### src/rtl/sipo_pkg.sv
// Shared types, constants and helpers for the sipo_deser serial receiver.
package sipo_pkg;

    typedef enum logic {ST_SHIFT, ST_PARITY} sipo_state_t;

    localparam logic PARITY_EVEN = 1'b0;

    function automatic int cnt_w(input int width);
        return $clog2(width);
    endfunction

    // Odd/even reduction over a zero-extended frame (frames up to 32 bits).
    function automatic logic frame_xor(input logic [31:0] frame);
        return ^frame;
    endfunction

endpackage

### src/rtl/sipo_bit_cnt.sv
// Bit-position counter for the receiver: counts sampled bits, wraps after WIDTH-1.
import sipo_pkg::*;

module sipo_bit_cnt #(
    parameter int WIDTH = 4
) (
    input  logic                      clk,
    input  logic                      rst_n,
    input  logic                      i_inc,
    input  logic                      i_clr,
    output logic [cnt_w(WIDTH)-1:0]   o_cnt,
    output logic                      o_tc
);

    localparam int CW = cnt_w(WIDTH);
    localparam logic [CW-1:0] LAST = CW'(WIDTH - 1);

    logic [CW-1:0] r_cnt;

    // Counter register; clear wins over increment.
    always_ff @(posedge clk) begin
        if (!rst_n) begin
            r_cnt <= {CW{1'b0}};
        end else if (i_clr) begin
            r_cnt <= {CW{1'b0}};
        end else if (i_inc) begin
            if (r_cnt == LAST) begin
                r_cnt <= {CW{1'b0}};
            end else begin
                r_cnt <= r_cnt + CW'(1);
            end
        end else begin
            r_cnt <= r_cnt;
        end
    end

    assign o_cnt = r_cnt;
    assign o_tc  = (r_cnt == LAST);

endmodule

### src/rtl/sipo_deser.sv
// Serial-in/parallel-out receiver with a one-entry valid/ready output buffer.
// Define SIPO_PARITY_EN to expect a trailing even-parity bit per frame.
import sipo_pkg::*;

module sipo_deser #(
    parameter int WIDTH = 4
) (
    input  logic             clk,
    input  logic             rst_n,
    input  logic             s_in,
    input  logic             s_valid,
    input  logic             s_sync,
    output logic [WIDTH-1:0] p_out,
    output logic             p_valid,
    input  logic             p_ready,
    output logic             p_perr,
    output logic             overrun
);

    sipo_state_t      r_state;
    sipo_state_t      w_next_state;
    logic [WIDTH-1:0] r_sh;
    logic [WIDTH-1:0] r_p_out;
    logic             r_p_valid;
    logic             r_p_perr;
    logic             r_overrun;

    logic [WIDTH-1:0] w_word;
    logic             w_perr;
    logic             w_complete;
    logic             w_shift_en;
    logic             w_tc;
    logic             w_accept;
    logic [cnt_w(WIDTH)-1:0] w_cnt;

    sipo_bit_cnt #(.WIDTH(WIDTH)) u_cnt (
        .clk   (clk),
        .rst_n (rst_n),
        .i_inc (w_shift_en),
        .i_clr (s_sync),
        .o_cnt (w_cnt),
        .o_tc  (w_tc)
    );

    // Next-state, shift enable and word completion for the receive FSM.
    always_comb begin
        w_next_state = r_state;
        w_shift_en   = 1'b0;
        w_complete   = 1'b0;
        w_word       = r_sh;
        w_perr       = 1'b0;
        if (s_sync) begin
            w_next_state = ST_SHIFT;
        end else if (s_valid) begin
            case (r_state)
                ST_SHIFT: begin
                    w_shift_en = 1'b1;
                    if (w_tc) begin
`ifdef SIPO_PARITY_EN
                        w_next_state = ST_PARITY;
`else
                        w_complete   = 1'b1;
                        w_word       = {s_in, r_sh[WIDTH-1:1]};
`endif
                    end else begin
                        w_next_state = ST_SHIFT;
                    end
                end
`ifdef SIPO_PARITY_EN
                // Data bits are already in place; this bit only feeds the check.
                ST_PARITY: begin
                    w_complete   = 1'b1;
                    w_word       = r_sh;
                    w_perr       = (frame_xor(32'({s_in, r_sh})) != PARITY_EVEN);
                    w_next_state = ST_SHIFT;
                end
`endif
                default: begin
                    w_next_state = ST_SHIFT;
                end
            endcase
        end else begin
            w_next_state = r_state;
        end
    end

    // A finished word is kept if the buffer is empty or drains on this edge.
    assign w_accept = w_complete & (~r_p_valid | p_ready);

    // Receive FSM state and shift register.
    always_ff @(posedge clk) begin
        if (!rst_n) begin
            r_state <= ST_SHIFT;
            r_sh    <= {WIDTH{1'b0}};
        end else begin
            r_state <= w_next_state;
            if (w_shift_en) begin
                r_sh <= {s_in, r_sh[WIDTH-1:1]};
            end else begin
                r_sh <= r_sh;
            end
        end
    end

    // Output buffer, parity flag and overrun pulse.
    always_ff @(posedge clk) begin
        if (!rst_n) begin
            r_p_out   <= {WIDTH{1'b0}};
            r_p_valid <= 1'b0;
            r_p_perr  <= 1'b0;
            r_overrun <= 1'b0;
        end else begin
            r_overrun <= w_complete & ~w_accept;
            if (w_accept) begin
                r_p_out   <= w_word;
                r_p_perr  <= w_perr;
                r_p_valid <= 1'b1;
            end else if (r_p_valid & p_ready) begin
                r_p_valid <= 1'b0;
            end else begin
                r_p_valid <= r_p_valid;
            end
        end
    end

    assign p_out   = r_p_out;
    assign p_valid = r_p_valid;
    assign p_perr  = r_p_perr;
    assign overrun = r_overrun;

endmodule

### config.mk
export PLATFORM = sky130hd
export DESIGN_NAME = sipo_deser
export DESIGN_NICKNAME = d
export VERILOG_FILES = /design/src/rtl/sipo_pkg.sv /design/src/rtl/sipo_bit_cnt.sv /design/src/rtl/sipo_deser.sv
export SDC_FILE = /design/constraint.sdc
export NUM_CORES = 1
export LEC_CHECK = 0
export BUFFER_PORTS_ARGS = -buffer_cell sky130_fd_sc_hd__buf_2
export CORE_AREA = 4 4 41 43
export DETAILED_ROUTE_END_ITERATION = 12
export DIE_AREA = 0 0 45 47
export HOLD_SLACK_MARGIN = 0.15
export PLACE_DENSITY = 0.71
export REMOVE_ABC_BUFFERS = 1
export SLEW_MARGIN = 0
export SYNTH_ARGS = -nofsm -noshare
export SYNTH_HDL_FRONTEND = slang
export SYNTH_SLANG_ARGS = --single-unit
### constraint.sdc
create_clock -name clk -period 2.05 [get_ports clk]
set_clock_uncertainty 0.1 [all_clocks]
set_input_delay 0.41 -clock clk [delete_from_list [all_inputs] [get_ports clk]]
set_output_delay 0.41 -clock clk [all_outputs]
set_load 0.05 [all_outputs]
Word level (Yosys, flattened, before mapping) --
Cells that the tools add are included.
Word-level totals: ROM bits 0, input bits 6, memories 0, bits in latches 0, logic and storage cells 27, memory bits (writable) 0, output and inout port bits 7, register bits after elaboration 12
Operators by class: order comparisons 0, $add $sub $neg 1, mux-type cells 11, multiply operators 0, shift-type cells 0, div/mod/pow operators 0, bitwise gates (word level) 7, reduce and logical (&&, ||, !) cells 2, equality and inequality tests 1
Operators by type and width (number):
- 2-to-1 mux 4 bit | 3
- 2-to-1 mux 1 bit | 7
- bitwise AND 1 bit | 3
- NOT 1 bit | 3
- adder 2 x 1 -> 2 bit, second input constant | 1
- == test 2 bit, second input constant | 1
- 2-to-1 mux 2 bit | 1
- nonzero test 2 bit | 1
- OR reduction 2 bit | 1
- OR 1 bit | 1

Logic depth before layout (Yosys ltp) --
depth after elaboration 7, depth in mapped cells 5, mapped depth without buffers 4

Cells and area by module --
Synthesis repeated with hierarchy kept, for this count alone.
Second synthesis, totals: cell total of the unflattened synthesis 48, area total of the unflattened synthesis 470.5 sq um
Modules (own cells, without submodules):
- sipo_deser | area each 374.1 sq um, times used 1, sequential area each 180.2 sq um, cells each 39
- sipo_bit_cnt | area each 96.3 sq um, times used 1, sequential area each 40.0 sq um, cells each 9

Worst setup path after synthesis --
Ideal clock, no wire load.
path kind register -> register, start point register r_p_valid, in the netlist p_valid, end point register r_p_out[1], in the netlist p_out[1], required time 1.834 ns, path slack 0.566 ns, data arrival time 1.267 ns, library setup time 0.116 ns, stages on the path, launching flop included 5, period minus slack after synthesis 1.484 ns, path buffers 1, path through dfxtp_1 nand2b_1 and2_4 buf_6 o211a_1
Between the ends: longest elaborated chain between the ends 3
RTL lines:
- from (decl) | RTL line sipo_deser.sv:24 | logic r_p_valid;
- from (signal assigned) | RTL line sipo_deser.sv:121 | r_p_valid <= r_p_valid;
- NOT 1 bit | RTL line sipo_deser.sv:88 | assign w_accept = w_complete & (~r_p_valid | p_ready);
- OR 1 bit | RTL line sipo_deser.sv:88
- bitwise AND 1 bit | RTL line sipo_deser.sv:88
- to (signal assigned) | RTL line sipo_deser.sv:108 | r_p_out <= {WIDTH{1'b0}};
- to (signal assigned) | RTL line sipo_deser.sv:115 | r_p_out <= w_word;
- to (decl) | RTL line sipo_deser.sv:23 | logic [WIDTH-1:0] r_p_out;
No other way between the ends. A chain may end at the register's enable or synchronous reset.

Worst setup path in the final report --
start point register r_p_out[3], in the netlist p_out[3], end point output port p_out[3]
RTL lines:
- to (decl) | RTL line sipo_deser.sv:13 | output logic [WIDTH-1:0] p_out,
No word-level cell between the ends.

==> impl_metrics.env <==
export IMPL_status="complete, no violations"
export IMPL_vdd_drop_max_v=0.000400
export IMPL_criticalPathCategory="reg -> out"
export IMPL_synth_top_flop_cell="dfxtp_1"
export IMPL_syn_mean_instance_area_um2=9.94
export IMPL_cp_num_buf_inv=1
export IMPL_syn_area_um2=507
export IMPL_regArea_um2=220
export IMPL_core_um2=1300
export IMPL_grt_use_total=0.0810
export IMPL_cp_start_kind="flip-flop"
export IMPL_path_clk_slew_ns=0.07
export IMPL_ant_nets=0
export IMPL_n_fill_cell=138
export IMPL_drtPass1Iterations=4
export IMPL_synth_edf_count=0
export IMPL_end_kind="output pin"
export IMPL_antenna_found_initial=0
export IMPL_dieArea_um2=2120
export IMPL_slew_viol_final=0
export IMPL_fin_tns_setup_ns=0
export IMPL_drt_total_wl_um=752
export IMPL_drc=0
export IMPL_most_common_layout_cells="buf_2, dfxtp_1, mux2i_1"
export IMPL_drive_gt1_frac=0.274
export IMPL_cts_root_buf="clkbuf_4"
export IMPL_crit_cells=1
export IMPL_post_drt_wl_per_cell_um=9.77
export IMPL_fin_area_um2=578
export IMPL_die_h_um=47
export IMPL_via_per_inst=4.71
export IMPL_gp_congestion=0.686
export IMPL_async_flop_share=0
export IMPL_diodes=0
export IMPL_port_buffers=11
export IMPL_route_vias_total=363
export IMPL_max_freq_ghz=0.726
export IMPL_crit_chain="buf_2"
export IMPL_worstSetupEndpoint="p_out[3]"
export IMPL_htreeDepth=1
export IMPL_cts_buffer_depth=2
export IMPL_fin_nets=71
export IMPL_dp_slack_ns=0.627
export IMPL_min_path_type="in -> reg"
export IMPL_gr_total_overflow=0
export IMPL_yosysUniqueCellTypes=20
export IMPL_initial_utilization=0.389
export IMPL_critPathMaxStageDelay_ns=0.33
export IMPL_maxCapViolCount=0
export IMPL_cts_setup_buffers=0
export IMPL_p_leak_nw=0.273
export IMPL_clock_latency_ns=0.27
export IMPL_ys_seq_area_frac=0.435
export IMPL_dpl_hpwl_um=577
export IMPL_die_w_um=45
export IMPL_synth_cells=51
export IMPL_ctsResizeCount=0
export IMPL_finish_utilization=0.444
export IMPL_first_iter_violations=4
export IMPL_rsz0062_at_grt="no"
export IMPL_min_period_ns=1.38
export IMPL_post_dp_cell_area_um2=551
export IMPL_cp_slowest_cell="dfxtp_1"
export IMPL_grt_max_degree=12
export IMPL_r2r_slack_ns=0.70
export IMPL_holdBufCountCts=0
export IMPL_yosys_register_bits=11
export IMPL_worst_path_max_fanout=2
export IMPL_cts_tree="done"
export IMPL_worstPathRequired_ns=1.54
export IMPL_cts_sinks=11
export IMPL_reg2regPathDepth=4
export IMPL_grt_pass1_wl_um=1210
export IMPL_finalHoldViolCount=0
export IMPL_first_global_vias=312
export IMPL_yosysWarningCount=0
export IMPL_worstReg2RegEnd="p_out[1]"
export IMPL_io_pin_count=13
export IMPL_std_cell_rows=13
export IMPL_crit_family="flip-flops"
export IMPL_post_route_period_util=0.672
export IMPL_arrival_ns=0.87
export IMPL_cts_buffers=3
export IMPL_timing_final_ws_setup_ns=0.673
export IMPL_cp_startpoint="p_out[3]"
export IMPL_p_per_area_nw_per_um2=679
export IMPL_multi_input_area_um2=253
export IMPL_area_delta_synth_final_pct=14.1
export IMPL_setup_viol=0
export IMPL_rr_startpoint="u_cnt.o_cnt[0]"
[metal layers]
metal | GRT usage | up-vias | share of wire
li1 | - | 187 | -
met1 | 0.0970 | 162 | 0.46
met2 | 0.119 | 12 | 0.43
met3 | 0.0575 | 2 | 0.10
met4 | 0.0175 | 0 | 0.0080
met5 | 0 | - | 0
[tightest hold or removal path, cell delays in order]
cell,delay [ns]
buf_2,0.10
nand2_1,0.05
mux2i_1,0.06
[registers in the layout (all words and copies together) (netlist names)]
register	flops
p_out	4
r_sh	3
u_cnt.o_cnt	2
overrun	1
p_valid	1
[kinds of logic (layout without fill, tap and decap cells)]
logic type	after synthesis	in the layout	synth area share
AOI/OAI and AO/OA	4	4	0.0642
muxes	8	8	0.158
adders and majority gates	2	2	0.0494
buffers and inverters	5	16	0.0666
other	1	1	0.00740
and+or+nand+nor	20	20	0.220
DFF	11	11	0.435
[cell usage after synthesis (2+ instances only)]
| cell type | instances | area, um2 |
|---|---|---|
| nand2b_1 | 2 | 12.5 |
| mux2i_1 | 8 | 80.1 |
| buf_4 | 2 | 15.0 |
| dfxtp_1 | 11 | 220 |
| nor2b_1 | 4 | 25.0 |
| nor2_1 | 2 | 7.51 |
| o211a_1 | 2 | 20.0 |
| ha_1 | 2 | 25.0 |
| nand2_1 | 6 | 22.5 |
| nand3_1 | 2 | 10.0 |
[layout make-up]
type                    count  share of cell area
inverters                   1             0.00649
flip-flops and latches     11               0.381
well taps                  15              0.0325
clock buffers               3              0.0390
multi-input cells          35               0.437
repair buffers             11              0.0952
clock inverters             1             0.00866
[stage by stage]
stage | instances | total power, mW | hold WS (ns)
after floorplan | 47 | 0.239 | 0.350
after global placement | 73 | 0.249 | 0.342
after detailed placement | 73 | 0.250 | 0.346
after CTS | 77 | 0.402 | 0.291
after global routing | 77 | 0.410 | 0.318
final | 77 | 0.393 | 0.297
[power breakdown]
group / total [mW] / switching (mW) / internal, mW / leakage, nW
Combinational: 0.0265 / 0.0151 / 0.0114 / 0.167
Clock: 0.148 / 0.0754 / 0.0722 / 0.0177
Sequential: 0.219 / 0.00235 / 0.216 / 0.0889
Total: 0.393 / 0.0928 / 0.300 / 0.273
[worst min path at each step]
stage,startpoint,endpoint,slack [ns],depth (start not counted)
2_1_floorplan,r_sh[1],p_out[0],0.35,2
3_3_place_gp,p_out[3],p_out[3],0.34,2
3_5_place_dp,p_out[0],p_out[0],0.35,2
4_1_cts,s_in,p_out[3],0.29,3
5_1_grt,s_in,p_out[3],0.32,3
6_report,s_in,p_out[3],0.30,3
No activity file was read; power rests on OpenSTA's default activity.
